## src/rtl/pc_gen.sv

```systemverilog
// ---------------------------------------------------------------------------
// pc_gen : fetch-stage program-counter generator
//
// Holds the current fetch PC and advances it under a valid/ready handshake.
// Trap and branch redirects take priority, followed by RAS-predicted returns
// and then sequential pc+4. A circular return-address stack supplies return
// targets. All outputs are registered.
//
// Ports
//   clk              clock, all state updates on posedge
//   rst              synchronous active-high reset
//   pc_ready_i       fetch accepts the current pc this cycle
//   trap_valid_i     redirect to trap_target_i (highest priority)
//   trap_target_i    trap handler address
//   branch_valid_i   redirect to branch_target_i
//   branch_target_i  resolved branch/jump target
//   ras_push_i       push ras_push_addr_i onto the RAS
//   ras_push_addr_i  return address to push
//   ras_pop_i        current fetch is a predicted return
//   pc_o             current fetch PC
//   pc_valid_o       pc_o is valid for fetch
//   prev_pc_o        pc of the last accepted fetch
//   ras_count_o      live RAS entries
//   ras_empty_o      RAS holds no entries
// ---------------------------------------------------------------------------
module pc_gen #(
    parameter int               WIDTH        = 32,
    parameter logic [WIDTH-1:0] RESET_VECTOR = '0,
    parameter int               RAS_DEPTH    = 4,
    localparam int              PTR_W        = $clog2(RAS_DEPTH),
    localparam int              CNT_W        = PTR_W + 1
) (
    input  logic             clk,
    input  logic             rst,
    input  logic             pc_ready_i,
    input  logic             trap_valid_i,
    input  logic [WIDTH-1:0] trap_target_i,
    input  logic             branch_valid_i,
    input  logic [WIDTH-1:0] branch_target_i,
    input  logic             ras_push_i,
    input  logic [WIDTH-1:0] ras_push_addr_i,
    input  logic             ras_pop_i,
    output logic [WIDTH-1:0] pc_o,
    output logic             pc_valid_o,
    output logic [WIDTH-1:0] prev_pc_o,
    output logic [CNT_W-1:0] ras_count_o,
    output logic             ras_empty_o
);

    logic [WIDTH-1:0] pc_q, pc_d;
    logic             pc_valid_q;
    logic [WIDTH-1:0] prev_pc_q;
    logic [PTR_W-1:0] ptr_q, ptr_d;
    logic [CNT_W-1:0] cnt_q, cnt_d;
    logic             empty_q;
    logic [WIDTH-1:0] ras_mem [RAS_DEPTH];

    logic             accept;
    logic             redirect;
    logic             pop_ok;
    logic [PTR_W-1:0] top_idx;
    logic             wr_en;
    logic [PTR_W-1:0] wr_idx;

    always_comb begin
        accept   = pc_valid_q & pc_ready_i;
        redirect = trap_valid_i | branch_valid_i;
        pop_ok   = accept & ras_pop_i & (cnt_q != '0) & ~redirect;
        // ptr_q points at the next free slot; the top entry sits just below it.
        top_idx  = ptr_q - PTR_W'(1);

        if (trap_valid_i)        pc_d = trap_target_i;
        else if (branch_valid_i) pc_d = branch_target_i;
        else if (pop_ok)         pc_d = ras_mem[top_idx];
        else if (accept)         pc_d = pc_q + WIDTH'(4);
        else                     pc_d = pc_q;

        ptr_d  = ptr_q;
        cnt_d  = cnt_q;
        wr_en  = 1'b0;
        wr_idx = ptr_q;
        if (ras_push_i && pop_ok) begin
            // Consume and refill the top slot: depth unchanged.
            wr_en  = 1'b1;
            wr_idx = top_idx;
        end else if (ras_push_i) begin
            // When full, ptr_q already points at the oldest entry.
            wr_en = 1'b1;
            ptr_d = ptr_q + PTR_W'(1);
            if (cnt_q != CNT_W'(RAS_DEPTH)) cnt_d = cnt_q + CNT_W'(1);
        end else if (pop_ok) begin
            ptr_d = top_idx;
            cnt_d = cnt_q - CNT_W'(1);
        end
    end

    always_ff @(posedge clk) begin
        if (rst) begin
            pc_q       <= RESET_VECTOR;
            pc_valid_q <= 1'b0;
            prev_pc_q  <= RESET_VECTOR;
            ptr_q      <= '0;
            cnt_q      <= '0;
            empty_q    <= 1'b1;
        end else begin
            pc_q       <= pc_d;
            pc_valid_q <= 1'b1;
            if (accept) prev_pc_q <= pc_q;
            ptr_q      <= ptr_d;
            cnt_q      <= cnt_d;
            empty_q    <= (cnt_d == '0);
        end
    end

    // Entry storage needs no reset; contents are only read when cnt_q != 0.
    always_ff @(posedge clk) begin
        if (!rst && wr_en) ras_mem[wr_idx] <= ras_push_addr_i;
    end

    assign pc_o        = pc_q;
    assign pc_valid_o  = pc_valid_q;
    assign prev_pc_o   = prev_pc_q;
    assign ras_count_o = cnt_q;
    assign ras_empty_o = empty_q;

endmodule
```

## config.mk

```make
export PLATFORM = sky130hd
export DESIGN_NAME = pc_gen
export DESIGN_NICKNAME = d
export VERILOG_FILES = /design/src/rtl/pc_gen.sv
export SDC_FILE = /design/constraint.sdc
export NUM_CORES = 1
export LEC_CHECK = 0
export ABC_CLOCK_PERIOD_IN_PS = 4600
export CORE_MARGIN = 10
export CORE_UTILIZATION = 49
export CTS_BUF_LIST = sky130_fd_sc_hd__clkbuf_4
export CTS_CLUSTER_SIZE = 12
export DETAILED_ROUTE_END_ITERATION = 8
export PLACE_DENSITY = 0.9
export SLEW_MARGIN = 20
export SYNTH_ARGS = -nofsm -noshare
export SYNTH_HDL_FRONTEND = slang
export SYNTH_SLANG_ARGS = --single-unit
```

## constraint.sdc

```tcl
create_clock -name clk -period 4.6 [get_ports clk]
set_input_delay 0.46 -clock clk [delete_from_list [all_inputs] [get_ports clk]]
set_output_delay 0.46 -clock clk [all_outputs]
set_load 0.05 [all_outputs]
```

==> results.yml, run 1 <==
sta:
  hold_viol_final: 0
  fmax_mhz: 288
  fin_skew_ns: 0.0192
  tightest_slew_ns: 0.797
  period_minus_slack_ns: 3.47
  final-max-slew-violation-count: 0
  rsz0062_at_grt: "false"
  tns_ns: 0
  setup_ws_ns: 1.13
  max_slew_margin: 0.467
  final.period_utilization: 0.754
  whs_ns: 0.270
  setup_viol: 0
min_path:
  worst_hold_path_type: "input pin to register"
  holdPathStages: 3
floorplan:
  die_h_um: 156
  die_w_um: 156
  coreArea_um2: 18000
  io_pins: 172
  rows: 49
  initial_utilization: 0.500
  die_area_um2: 24200
setup_path:
  critPathSlowestCell: "a21oi_2"
  cp_max_fo: 23
  cp.arrival_ns: 3.77
  path_cells: "inv_1 > ha_1 > nand2b_1 > nand3_4 > inv_1 > ha_1 > or3b_2 > a21oi_2 > buf_12"
  crit_type: "register to register"
  crit_path_end_kind: "register"
  max_stage_delay_ns: 0.58
  crit_path_start_kind: "register"
  r2r_cells: 9
  required_ns: 4.90
final_layout:
  fillers: 1374
  drive_gt1_frac: 0.115
  nNetsFinal: 1009
  final_cells: 1144
  post-route-cell-area_um2: 11200
  syn2layout_area_growth_pct: 24.1
  final_core_util: 0.620
synth:
  synth_seq_area_share: 0.584
  syn_area_per_cell_um2: 12.0
  synth_cell_type_count: 71
  synth_area_leaders: "edfxtp_1 43%, dfxtp_1 16%, mux4_2 8.0%"
  synth.largest_area_cell: "edfxtp_1"
  syn_nets: 862
  synth.top_cell.area_share: 0.427
  synth-main-ff-cell: "edfxtp_1"
  async_flop_share: 0
  synth_seq_cells: 199
  syn-instance-count: 753
  yosys_warnings: 0
  netlist_area_um2: 9010
  synth_edf_count: 128
route:
  vias: 7020
  drtAntennaViolNets: 0
  viasPerCell: 6.14
  route.detailed.drc: 0
  wl_per_cell_um: 22.5
  initialDrtViolationCount: 950
  drtPass1Iterations: 6
  wl_mm: 25.7
power_and_ir_drop:
  irDropWorstVdd_uv: 205
  total_leakage_power_nw: 3.65
  p_total_mw: 3.70
  powerDensity_nw_per_um2: 331
grt:
  antenna_found_initial: 2
  grt_max_degree: 56
  gr-total-overflow: 0
  grt_pass1_wl_mm: 39.4
  grt_usage: 0.208
  grt_pass1_vias: 6947
outcome:
  outcome: "completed"
placement:
  dpl_cell_area_um2: 10900
  dp_slack_ns: 0.873
  dp_hpwl_mm: 18.6
  gp_congestion: 0.961
  dp_cells: 1110
  portBuffers: 171
clock_tree:
  cts_resized: 0
  post_cts_buffers: 0
  clkTransAtPathRegs_ns: 0.16
  h-tree-depth: 4
  cts_root_buf: "clkbuf_4"
  cts_buffers: 17
  clkLatencyLatePin_ns: 0.59
  clock_sinks: 199
  cts_buffer_depth: 2
  cts_tree: "built"
  cts_hold_buf: 0
run:
  cap_violations: 0
[report_power, final]
part / internal (mW) / switching [mW] / total (mW)
Clock: 0.335 / 0.600 / 0.935
Combinational: 0.293 / 0.405 / 0.698
Sequential: 1.98 / 0.0874 / 2.07
[flip-flops by register name, indices dropped and copies added, names as in the netlist]
register / cells
ras_mem: 128
pc_o: 32
prev_pc_o: 32
ras_count_o: 3
ptr_q: 2
pc_valid_o: 1
ras_empty_o: 1
[synth_stat cells (all sizes together) (7+ instances only)]
cell type and n:
a211oi 10, a21oi 70, a221oi 11, a31oi 10, and4 8, buf 28
clkbuf 29, dfxtp 71, edfxtp 128, inv 20, mux4 32, nand2 96
nand3 24, nand4 13, nor2 29, nor3 10, o211ai 9, o21ai 39
xnor2 7, xor2 8
[metal layers]
layer	part of all wire	routed length, um	vias to the layer above	track usage
met5	0	0	-	0
met4	0.031	795	0	0.0762
met3	0.11	2800	68	0.0675
met2	0.47	12100	377	0.325
met1	0.39	10100	3395	0.266
li1	-	-	3180	-
[worst max-delay path: cells and delay by family (launching register included)]
kind | cells | cell delay, ns
AO/OA/AOI/OAI | 1 | 0.58
adder cells (fa/ha/maj) | 2 | 0.57
buffers and inverters | 3 | 0.59
flip-flops | 1 | 0.40
AND/OR/NAND/NOR | 3 | 1.03
[final timing paths]
kind | from | slack [ns] | end
max | ras_count_o[0] | 1.13 | ras_mem[3][5]
min | rst | 0.27 | pc_valid_o
max reg2reg | ras_count_o[0] | 1.13 | ras_mem[3][5]
min reg2reg | prev_pc_o[15] | 0.46 | prev_pc_o[15]
[layout by cell type (no fill, tap or decap), drive strengths merged, types with 4 or more instances in the layout]
master | netlist | final
a31oi | 10 | 10
nor4 | 6 | 6
inv | 20 | 25
xnor2 | 7 | 7
nor3 | 10 | 10
a21o | 4 | 4
nor2 | 29 | 29
mux2i | 4 | 4
and3 | 6 | 6
dfxtp | 71 | 71
ha | 6 | 6
o21ai | 39 | 39
nand3b | 5 | 5
o31ai | 4 | 4
a21oi | 70 | 70
nor2b | 4 | 4
clkdlybuf4s50 | 0 | 170
nand4 | 13 | 13
o21a | 5 | 5
edfxtp | 128 | 128
a221oi | 11 | 11
xor2 | 8 | 8
nand2 | 96 | 96
a211oi | 10 | 10
clkbuf | 29 | 17
o22ai | 4 | 4
o221a | 4 | 4
buf | 28 | 15
mux4 | 32 | 32
and4 | 8 | 8
clkinv | 1 | 6
nand2b | 4 | 4
o211ai | 9 | 9
nand3 | 24 | 24
[area by class of cell]
cell class	instances	area, um^2	share of cell area
sequential	199	5270	0.471
multi-input combinational	476	3420	0.306
antenna	3	7.51	0.000672
tap	229	287	0.0256
inverter	21	78.8	0.00705
timing repair buffer	185	1820	0.163
clock inverter	14	166	0.0149
clock buffer	17	128	0.0114
[cells by family after synthesis]
family	Yosys count	synth area share
flops	199	0.584
xor+xnor	15	0.0146
compound gates	199	0.142
mux	39	0.0886
fa+ha+maj	6	0.00833
simple gates	217	0.123
buf+inv	78	0.0387
Note: power is estimated with default switching activity, not from simulation.
==> run 2: changes to the inputs <==
--- a/config.mk
+++ b/config.mk
@@ -5,13 +5,13 @@
 export SDC_FILE = /design/constraint.sdc
 export NUM_CORES = 1
 export LEC_CHECK = 0
-export ABC_CLOCK_PERIOD_IN_PS = 4600
+export ABC_CLOCK_PERIOD_IN_PS = 3200
 export CORE_MARGIN = 10
-export CORE_UTILIZATION = 49
+export CORE_UTILIZATION = 54
 export CTS_BUF_LIST = sky130_fd_sc_hd__clkbuf_4
 export CTS_CLUSTER_SIZE = 12
 export DETAILED_ROUTE_END_ITERATION = 8
-export PLACE_DENSITY = 0.9
+export PLACE_DENSITY = 0.94
 export SLEW_MARGIN = 20
 export SYNTH_ARGS = -nofsm -noshare
 export SYNTH_HDL_FRONTEND = slang
==> constraint.sdc (replaced) <==
create_clock -name clk -period 3.2 [get_ports clk]
set_input_delay 0.32 -clock clk [delete_from_list [all_inputs] [get_ports clk]]
set_output_delay 0.32 -clock clk [all_outputs]
set_load 0.05 [all_outputs]
==> run 2 against run 1 <==
Hold slack worse by 0.083 ns; largest cell class unchanged; clock-buffer cell count unchanged; combinational power up 48%; setup slack worse by 0.80 ns; critical endpoint is now ras_mem[3][6]; highest routed layer unchanged.
==> results.yml, run 2 (same netlist as run 1, synthesis figures left out) <==
setup_path:
  ff2ff_setup_slack_ns: 0.33
  r2r-end: "ras_mem[3][6]"
  crit_type: "register to register"
  r2r_cells: 9
  r2r-start: "ras_count_o[0]"
  cp.arrival_ns: 3.20
  cp_max_fo: 9
  startpoint: "ras_count_o[0]"
  crit_path_end_kind: "register"
  required_ns: 3.53
  crit_path_start_kind: "register"
sta:
  max_slew_margin: 0.472
  hold_viol_final: 0
  final.period_utilization: 0.898
  whs_ns: 0.187
  setup_viol: 0
  tightest_slew_ns: 0.791
  rsz0062_at_grt: "false"
  fmax_mhz: 348
  final-max-slew-violation-count: 0
  period_minus_slack_ns: 2.87
  fin_skew_ns: 0.0128
  tns_ns: 0
placement:
  portBuffers: 171
  dpl_cell_area_um2: 11000
  gp_congestion: 0.936
  dp_hpwl_mm: 18.8
clock_tree:
  cts_resized: 0
  clock_sinks: 199
  post_cts_buffers: 0
  cts_hold_buf: 0
  h-tree-depth: 4
  cts_root_buf: "clkbuf_4"
  cts_tree: "built"
  cts_buffer_depth: 2
  clkTransAtPathRegs_ns: 0.16
  cts_buffers: 17
  clkLatencyLatePin_ns: 0.61
final_layout:
  fillers: 1155
  n_antenna_cell: 0
  drive_gt1_frac: 0.127
  final_common_cell: "clkdlybuf4s50_1"
  largest_register_ffs: 128
  syn2layout_area_growth_pct: 25.0
  layout_common_cells: "170 x clkdlybuf4s50_1, 128 x edfxtp_1, 94 x nand2_1"
  nNetsFinal: 1018
  post-route-cell-area_um2: 11300
  top_register: "ras_mem"
min_path:
  holdPathStages: 3
  hold_path_end: "pc_valid_o"
  hp-start: "rst"
  worst_hold_path_type: "input pin to register"
grt:
  grt_max_degree: 54
  grt_pass1_vias: 6956
  busiest_layer: "met2"
  grt_usage: 0.228
  antenna_found_initial: 0
  grt_util_met2: 0.368
  grt_pass1_wl_mm: 39.2
  grtUsageMet3: 0.0710
  gr-total-overflow: 0
  grt_use_met1: 0.286
route:
  initialDrtViolationCount: 1050
  route.detailed.drc: 0
  viasPerCell: 6.18
  wl_mm: 25.6
  wl_per_cell_um: 22.4
  vias: 7058
  drtAntennaViolNets: 0
  drtPass1Iterations: 7
floorplan:
  die_w_um: 149
  rows: 47
  die_h_um: 149
  initial_utilization: 0.547
  die_area_um2: 22200
  io_pins: 172
  coreArea_um2: 16500
power_and_ir_drop:
  total_leakage_power_nw: 3.70
  p_total_mw: 5.25
  powerDensity_nw_per_um2: 466
  irDropWorstVdd_uv: 365
outcome:
  outcome: "completed"
run:
  cap_violations: 0
==> run 2: cell types whose count changed in the layout (fill, tap and decap cells not counted), sizes merged <==
cell,delta
clkinv,+1
clkinvlp,-1
bufinv,-2
inv,+3
diode,-3
buf,+9
==> run 2: power breakdown <==
| group | total (mW) | switching, mW | internal, mW |
|---|---|---|---|
| registers | 2.97 | 0.127 | 2.85 |
| clock network | 1.25 | 0.905 | 0.341 |
| logic | 1.03 | 0.587 | 0.439 |
| total | 5.25 | 1.62 | 3.63 |
==> run 2: worst max-delay path by stage <==
stage	endpoint	slack, ns
finish	ras_mem[3][6]	0.33
global placement	ras_mem[3][2]	0.22
global route	ras_mem[0][14]	0.17
detailed placement	ras_mem[3][0]	0.09
CTS	ras_mem[3][6]	0.32
floorplan	ras_mem[0][0]	0.01
==> run 2: per-layer routing <==
metal	vias up	routed length, um
met5	-	0
met4	0	804
met3	84	2770
met2	432	12200
met1	3342	9840
li1	3200	-
==> run 2: cell type report <==
type / instances / area [um^2] / share of cell area
clock buffer: 17 / 128 / 0.0113
clock inverter: 15 / 135 / 0.0120
inverter: 21 / 78.8 / 0.00700
multi-input combinational: 476 / 3440 / 0.306
sequential: 199 / 5270 / 0.468
tap: 220 / 275 / 0.0245
timing repair buffer: 194 / 1930 / 0.171
==> run 2: critical path: stages (launching register included) <==
cell and delay [ns]:
dfxtp_4 0.39, inv_1 0.06, ha_1 0.23, nand2b_1 0.30
nand3_4 0.11, inv_1 0.17, ha_1 0.35, or3b_2 0.52
a21oi_4 0.22, buf_4 0.23
==> run 2: metrics by stage <==
| stage | setup slack [ns] | std cells | utilization |
|---|---|---|---|
| floorplan | 0.0113 | 753 | - |
| global placement | 0.220 | 1110 | 0.668 |
| detailed placement | 0.0889 | 1110 | 0.668 |
| CTS | 0.320 | 1142 | 0.684 |
| global route | 0.167 | 1142 | 0.684 |
| finish | 0.328 | 1142 | 0.684 |
